[config.mk]
export PLATFORM = sky130hd
export DESIGN_NAME = hazard_ctrl_flat
export DESIGN_NICKNAME = d
export VERILOG_FILES = /design/src/rtl/hazard_ctrl_if.sv /design/src/rtl/hazard_ctrl.sv /design/src/flat_wrapper.sv
export SDC_FILE = /design/constraint.sdc
export NUM_CORES = 1
export LEC_CHECK = 0
export ABC_AREA = 1
export ABC_CLOCK_PERIOD_IN_PS = 3100
export BUFFER_PORTS_ARGS = -buffer_cell sky130_fd_sc_hd__buf_4
export CAP_MARGIN = 20
export CELL_PAD_IN_SITES_DETAIL_PLACEMENT = 0
export CELL_PAD_IN_SITES_GLOBAL_PLACEMENT = 1
export CORE_MARGIN = 4
export CORE_UTILIZATION = 39
export CTS_CLUSTER_SIZE = 14
export DETAILED_ROUTE_END_ITERATION = 10
export PLACE_DENSITY_LB_ADDON = 0.1
export REMOVE_ABC_BUFFERS = 1
export SLEW_MARGIN = 20
export SYNTH_ARGS = -nofsm -noshare
export SYNTH_HDL_FRONTEND = slang
export SYNTH_SLANG_ARGS = --single-unit
[constraint.sdc]
create_clock -name clk -period 3.1 [get_ports clk]
set_input_delay 0.62 -clock clk [delete_from_list [all_inputs] [get_ports clk]]
set_output_delay 0.62 -clock clk [all_outputs]
set_load 0.02 [all_outputs]
[src/rtl/hazard_ctrl_if.sv]
// Pipeline-to-hazard-controller bundle: ID/EX hazard sources in, register
// enables/flushes and MD/stall status out.
interface hazard_ctrl_if #(
  parameter int unsigned CNT_W = 16
);
  logic [4:0]       id_rs;
  logic [4:0]       id_rt;
  logic             id_use_rs;
  logic             id_use_rt;
  logic             id_md_use;
  logic             id_jump;
  logic             ex_mem_read;
  logic [4:0]       ex_rt;
  logic             ex_branch_taken;
  logic             ex_md_start;
  logic             mem_busy;
  logic             pc_write;
  logic             if_id_write;
  logic             id_ex_write;
  logic             ex_mem_write;
  logic             if_id_flush;
  logic             id_ex_flush;
  logic             md_busy;
  logic [1:0]       ctrl_state;
  logic [CNT_W-1:0] stall_cnt;

  modport master (
    output id_rs, id_rt, id_use_rs, id_use_rt, id_md_use, id_jump,
           ex_mem_read, ex_rt, ex_branch_taken, ex_md_start, mem_busy,
    input  pc_write, if_id_write, id_ex_write, ex_mem_write,
           if_id_flush, id_ex_flush, md_busy, ctrl_state, stall_cnt
  );

  modport slave (
    input  id_rs, id_rt, id_use_rs, id_use_rt, id_md_use, id_jump,
           ex_mem_read, ex_rt, ex_branch_taken, ex_md_start, mem_busy,
    output pc_write, if_id_write, id_ex_write, ex_mem_write,
           if_id_flush, id_ex_flush, md_busy, ctrl_state, stall_cnt
  );
endinterface

[src/rtl/hazard_ctrl.sv]
// Pipeline hazard controller: prioritised freeze/redirect/jump/stall decode,
// multiply/divide occupancy counter and saturating stall counter.
module hazard_ctrl #(
    parameter int unsigned MD_CYCLES = 32,
    parameter int unsigned CNT_W     = 16
) (
    input logic          clk,
    input logic          rst_n,
    hazard_ctrl_if.slave bus
);
    // JUMP shares code 0 with RUN in the registered class
    typedef enum logic [1:0] {
        CS_RUN      = 2'd0,
        CS_STALL    = 2'd1,
        CS_FREEZE   = 2'd2,
        CS_REDIRECT = 2'd3
    } cls_e;

    localparam logic [7:0] MD_LOAD = 8'(MD_CYCLES - 1);

    logic [7:0]       r_md_cnt;
    cls_e             r_state;
    logic [CNT_W-1:0] r_stall_cnt;

    logic w_md_busy;
    logic w_load_use;
    logic w_md_haz;
    cls_e w_cls;
    logic w_pc_write;
    logic w_if_id_write;
    logic w_id_ex_write;
    logic w_ex_mem_write;
    logic w_if_id_flush;
    logic w_id_ex_flush;

    assign w_md_busy = (r_md_cnt != '0);

    always_comb begin
        w_load_use = bus.ex_mem_read && (bus.ex_rt != '0) &&
                     ((bus.id_use_rs && (bus.id_rs == bus.ex_rt)) ||
                      (bus.id_use_rt && (bus.id_rt == bus.ex_rt)));
        w_md_haz   = w_md_busy && bus.id_md_use;

        w_cls          = CS_RUN;
        w_pc_write     = 1'b1;
        w_if_id_write  = 1'b1;
        w_id_ex_write  = 1'b1;
        w_ex_mem_write = 1'b1;
        w_if_id_flush  = 1'b0;
        w_id_ex_flush  = 1'b0;

        if (!rst_n) begin
            w_pc_write     = 1'b0;
            w_if_id_write  = 1'b0;
            w_id_ex_write  = 1'b0;
            w_ex_mem_write = 1'b0;
        end else if (bus.mem_busy) begin
            w_cls          = CS_FREEZE;
            w_pc_write     = 1'b0;
            w_if_id_write  = 1'b0;
            w_id_ex_write  = 1'b0;
            w_ex_mem_write = 1'b0;
        end else if (bus.ex_branch_taken) begin
            w_cls         = CS_REDIRECT;
            w_if_id_flush = 1'b1;
            w_id_ex_flush = 1'b1;
        end else if (bus.id_jump) begin
            w_if_id_flush = 1'b1;
        end else if (w_load_use || w_md_haz) begin
            w_cls         = CS_STALL;
            w_pc_write    = 1'b0;
            w_if_id_write = 1'b0;
            w_id_ex_flush = 1'b1;
        end
    end

    always_ff @(posedge clk or negedge rst_n) begin
        if (!rst_n) begin
            r_md_cnt    <= '0;
            r_state     <= CS_RUN;
            r_stall_cnt <= '0;
        end else begin
            r_state <= w_cls;
            if (!w_pc_write && (r_stall_cnt != '1))
                r_stall_cnt <= r_stall_cnt + 1'b1;
            // memory stall freezes the MD count and masks new starts
            if (!bus.mem_busy) begin
                if (bus.ex_md_start)
                    r_md_cnt <= MD_LOAD;
                else if (r_md_cnt != '0)
                    r_md_cnt <= r_md_cnt - 8'd1;
            end
        end
    end

    assign bus.pc_write     = w_pc_write;
    assign bus.if_id_write  = w_if_id_write;
    assign bus.id_ex_write  = w_id_ex_write;
    assign bus.ex_mem_write = w_ex_mem_write;
    assign bus.if_id_flush  = w_if_id_flush;
    assign bus.id_ex_flush  = w_id_ex_flush;
    assign bus.md_busy      = w_md_busy;
    assign bus.ctrl_state   = r_state;
    assign bus.stall_cnt    = r_stall_cnt;
endmodule
[src/flat_wrapper.sv]
// flat-port wrapper written by rule: the top's interface ports become plain ports
module hazard_ctrl_flat 
#(
    parameter int unsigned MD_CYCLES = 32,
    parameter int unsigned CNT_W     = 16
)
  (clk, rst_n, bus_id_rs, bus_id_rt, bus_id_use_rs, bus_id_use_rt, bus_id_md_use, bus_id_jump, bus_ex_mem_read, bus_ex_rt, bus_ex_branch_taken, bus_ex_md_start, bus_mem_busy, bus_pc_write, bus_if_id_write, bus_id_ex_write, bus_ex_mem_write, bus_if_id_flush, bus_id_ex_flush, bus_md_busy, bus_ctrl_state, bus_stall_cnt);
  hazard_ctrl_if #(.CNT_W(CNT_W)) bus_i ();
  input logic clk;
  input logic rst_n;
  input wire logic [$bits(bus_i.id_rs)-1:0] bus_id_rs;
  input wire logic [$bits(bus_i.id_rt)-1:0] bus_id_rt;
  input wire logic [$bits(bus_i.id_use_rs)-1:0] bus_id_use_rs;
  input wire logic [$bits(bus_i.id_use_rt)-1:0] bus_id_use_rt;
  input wire logic [$bits(bus_i.id_md_use)-1:0] bus_id_md_use;
  input wire logic [$bits(bus_i.id_jump)-1:0] bus_id_jump;
  input wire logic [$bits(bus_i.ex_mem_read)-1:0] bus_ex_mem_read;
  input wire logic [$bits(bus_i.ex_rt)-1:0] bus_ex_rt;
  input wire logic [$bits(bus_i.ex_branch_taken)-1:0] bus_ex_branch_taken;
  input wire logic [$bits(bus_i.ex_md_start)-1:0] bus_ex_md_start;
  input wire logic [$bits(bus_i.mem_busy)-1:0] bus_mem_busy;
  output wire logic [$bits(bus_i.pc_write)-1:0] bus_pc_write;
  output wire logic [$bits(bus_i.if_id_write)-1:0] bus_if_id_write;
  output wire logic [$bits(bus_i.id_ex_write)-1:0] bus_id_ex_write;
  output wire logic [$bits(bus_i.ex_mem_write)-1:0] bus_ex_mem_write;
  output wire logic [$bits(bus_i.if_id_flush)-1:0] bus_if_id_flush;
  output wire logic [$bits(bus_i.id_ex_flush)-1:0] bus_id_ex_flush;
  output wire logic [$bits(bus_i.md_busy)-1:0] bus_md_busy;
  output wire logic [$bits(bus_i.ctrl_state)-1:0] bus_ctrl_state;
  output wire logic [$bits(bus_i.stall_cnt)-1:0] bus_stall_cnt;
  assign bus_i.id_rs = bus_id_rs;
  assign bus_i.id_rt = bus_id_rt;
  assign bus_i.id_use_rs = bus_id_use_rs;
  assign bus_i.id_use_rt = bus_id_use_rt;
  assign bus_i.id_md_use = bus_id_md_use;
  assign bus_i.id_jump = bus_id_jump;
  assign bus_i.ex_mem_read = bus_ex_mem_read;
  assign bus_i.ex_rt = bus_ex_rt;
  assign bus_i.ex_branch_taken = bus_ex_branch_taken;
  assign bus_i.ex_md_start = bus_ex_md_start;
  assign bus_i.mem_busy = bus_mem_busy;
  assign bus_pc_write = bus_i.pc_write;
  assign bus_if_id_write = bus_i.if_id_write;
  assign bus_id_ex_write = bus_i.id_ex_write;
  assign bus_ex_mem_write = bus_i.ex_mem_write;
  assign bus_if_id_flush = bus_i.if_id_flush;
  assign bus_id_ex_flush = bus_i.id_ex_flush;
  assign bus_md_busy = bus_i.md_busy;
  assign bus_ctrl_state = bus_i.ctrl_state;
  assign bus_stall_cnt = bus_i.stall_cnt;
  hazard_ctrl #(.MD_CYCLES(MD_CYCLES), .CNT_W(CNT_W)) u_core (.clk(clk), .rst_n(rst_n), .bus(bus_i));
endmodule
==> impl_metrics.tcl <==
set metrics [dict create \
    slew_viol_final 0 \
    cts_buffer_depth 2 \
    dp_hpwl_mm 3.38 \
    cts_hold_buffers 0 \
    drive_above_1_share 0.248 \
    die_area_sq_um 5870 \
    fin_crit_sh 0.794 \
    die_y_um 76.6 \
    cpPeakStageDelay_ps 330 \
    post_cts_buffers 0 \
    clock_latency_ps 280 \
    fin_skew_ps 12.4 \
    cp_cell_sequence "buf_4, inv_2, nor2_2, inv_2, a21oi_1, inv_1, nand2_1, buf_4" \
    gp_congestion 0.790 \
    initial_core_util 0.413 \
    yosysTopAreaCell "dfrtp_1" \
    syn2layout_area_growth_pct 25.2 \
    cap_violations 0 \
    routed_wl_mm 4.39 \
    fmax_mhz 406 \
    first_pass_iters 4 \
    overflow 0 \
    vias 1750 \
    seqCellArea_sq_um 651 \
    ys_top_cells_by_area "dfrtp_1, nand2_1, nand4_1, inv_1, xor2_1" \
    hold_viol_final 0 \
    wire_per_inst_um 12.1 \
    cpMaxStageDelayCell "inv_1" \
    clock_power_share 0.230 \
    path_clk_slew_ps 100 \
    p_seq_frac 0.446 \
    worstPathMaxFanout 19 \
    grt_use_total 0.157 \
    yosysSeqAreaShare 0.354 \
    final_util 0.517 \
    stdcell_area_sq_um 2300 \
    postPlaceCellArea_sq_um 2240 \
    num-nets-final 340 \
    p_leak_nw 1.25 \
    multiInputGateArea_sq_um 995 \
    final.min_clock_period_ps 2460 \
    io_pins 50 \
    cts.sinks 26 \
    cts_tree "yes" \
    critPathCaptureType "output pin" \
    path_class "input pin to output pin" \
    fill_cells 480 \
    timing.final.ws_setup_ps 640 \
    cts_buffers 3 \
    ctsResizeCount 0 \
    fp-row-count 24 \
    grt_setup_unrepaired "no" \
    grt_max_degree 27 \
    power_frac_comb 0.324 \
    yosys_warnings 0 \
    antenna_found_initial 0 \
    status "finished, final reports clean" \
    switchingPower_mw 0.359 \
    grt_first_pass_wirelength_mm 7.69 \
    drtIter0Drc 70 \
    setup_tns_ps 0 \
    ys_types 33 \
    cts-root-buf "clkbuf_8" \
    power_density_nw_per_um2 433 \
    cts_max_level 1 \
    die_w_um 76.6 \
    ant_nets 0 \
    synth_top_area_frac 0.354 \
    hold_path.class "input pin to asynchronous set/reset pin" \
    relSlewSlack 0.564 \
    core_area_sq_um 4440 \
    ir_drop_mv 0.257 \
    synth.avg_cell_area_sq_um 7.01 \
    worst_pin_slew_ps 654 \
    switching_share 0.361 \
    synth-seq-cells 26 \
    intPower_mw 0.636 \
    crit_arrival_ps 1840 \
    required_ps 2480 \
    synthesis.area_sq_um 1840 \
    vias_per_cell 4.82 \
    pre_cts_slack_ps 649 \
    num_antenna_cells 0 \
    syn_inst 262 \
    grt_pass1_vias 1680 \
    power.total_mw 0.995 \
    crit_path_start_kind "input pin" \
    finalSetupViolations 0 \
    drc_errors 0 \
    io_buffers 49 \
]
cells by family (layout without fill, tap and decap cells):
family / count (synthesis) / after routing / synth area share
simple gates: 163 / 163 / 0.425
buf+inv: 46 / 95 / 0.104
flops: 26 / 26 / 0.354
xor+xnor: 13 / 13 / 0.0620
compound gates: 11 / 11 / 0.0348
fa+ha+maj: 3 / 3 / 0.0205
sequential cells by signal (all words and copies together) (netlist names):
name and cells:
u_core.bus.ctrl_state 2, u_core.bus.stall_cnt 16, u_core.r_md_cnt 8
path summary, 6_finish.rpt:
check	endpoint	depth (start not counted)	slack (ps)	from
hold / removal	u_core.bus.stall_cnt[2]	2	340	rst_n
min in group clk	u_core.r_md_cnt[4]	2	540	u_core.r_md_cnt[4]
hold reg to reg	u_core.r_md_cnt[4]	2	540	u_core.r_md_cnt[4]
max in group asynchronous	u_core.bus.ctrl_state[0]	2	2480	rst_n
setup reg to reg	u_core.bus.stall_cnt[7]	9	1170	u_core.bus.stall_cnt[0]
setup / recovery	bus_pc_write	8	640	rst_n
power by group through the flow:
stage | logic, mW | registers, mW | clock network (mW)
6_report | 0.323 | 0.443 | 0.229
5_1_grt | 0.359 | 0.454 | 0.249
4_1_cts | 0.329 | 0.445 | 0.237
3_5_place_dp | 0.329 | 0.450 | 0
3_3_place_gp | 0.326 | 0.452 | 0
2_1_floorplan | 0.160 | 0.481 | 0
critical path: cells and delay by family:
| kind | cells | cell delay, ps |
|---|---|---|
| AO/OA/AOI/OAI | 1 | 160 |
| buffers and inverters | 5 | 690 |
| AND/OR/NAND/NOR | 2 | 380 |
layout make-up:
cell class / count / share of cell area
timing repair buffer: 51 / 0.167
clock buffer: 4 / 0.0240
tap: 52 / 0.0283
inverter: 40 / 0.0653
multi-input combinational: 190 / 0.433
sequential: 26 / 0.283
placed cells by master (no fill, tap or decap), drive strengths merged:
cell and count:
nand2 90, ha 3, and2 1, clkbuf 4, buf 51, nor3 6
nand3 17, nor2 23, or2 1, xor2 12, nor3b 1, inv 40
nand4 23, nand3b 1, o31ai 1, xnor2 1, o21ai 4, a22oi 1
dfrtp 26, a21oi 5
routing by layer:
layer / track usage / part of all wire / vias up
met5: 0 / 0 / -
met4: 0.0380 / 0.010 / 0
met3: 0.0390 / 0.054 / 7
met2: 0.277 / 0.51 / 37
met1: 0.191 / 0.42 / 770
li1: - / - / 936
cell usage after synthesis:
cell      number
a21oi_1        5
a22oi_1        1
and2_1         1
buf_1          1
buf_2          2
buf_4          2
buf_6          1
dfrtp_1       26
ha_1           3
inv_1         31
inv_2          9
nand2_1       87
nand2_2        2
nand2_4        1
nand3_1       14
nand3_2        2
nand3_4        1
nand3b_1       1
nand4_1       23
nor2_1        20
nor2_2         2
nor2_4         1
nor3_1         3
nor3_2         2
nor3_4         1
nor3b_1        1
o21ai_0        2
o21ai_1        1
o21ai_2        1
o31ai_1        1
or2_1          1
xnor2_1        1
xor2_1        12
stage by stage:
step / cells / hold slack, ps
global placement: 359 / 511
finish: 363 / 341
detailed placement: 359 / 515
global route: 363 / 380
CTS: 363 / 364
floorplan: 256 / 324
Power figures use the tool's default switching activity.
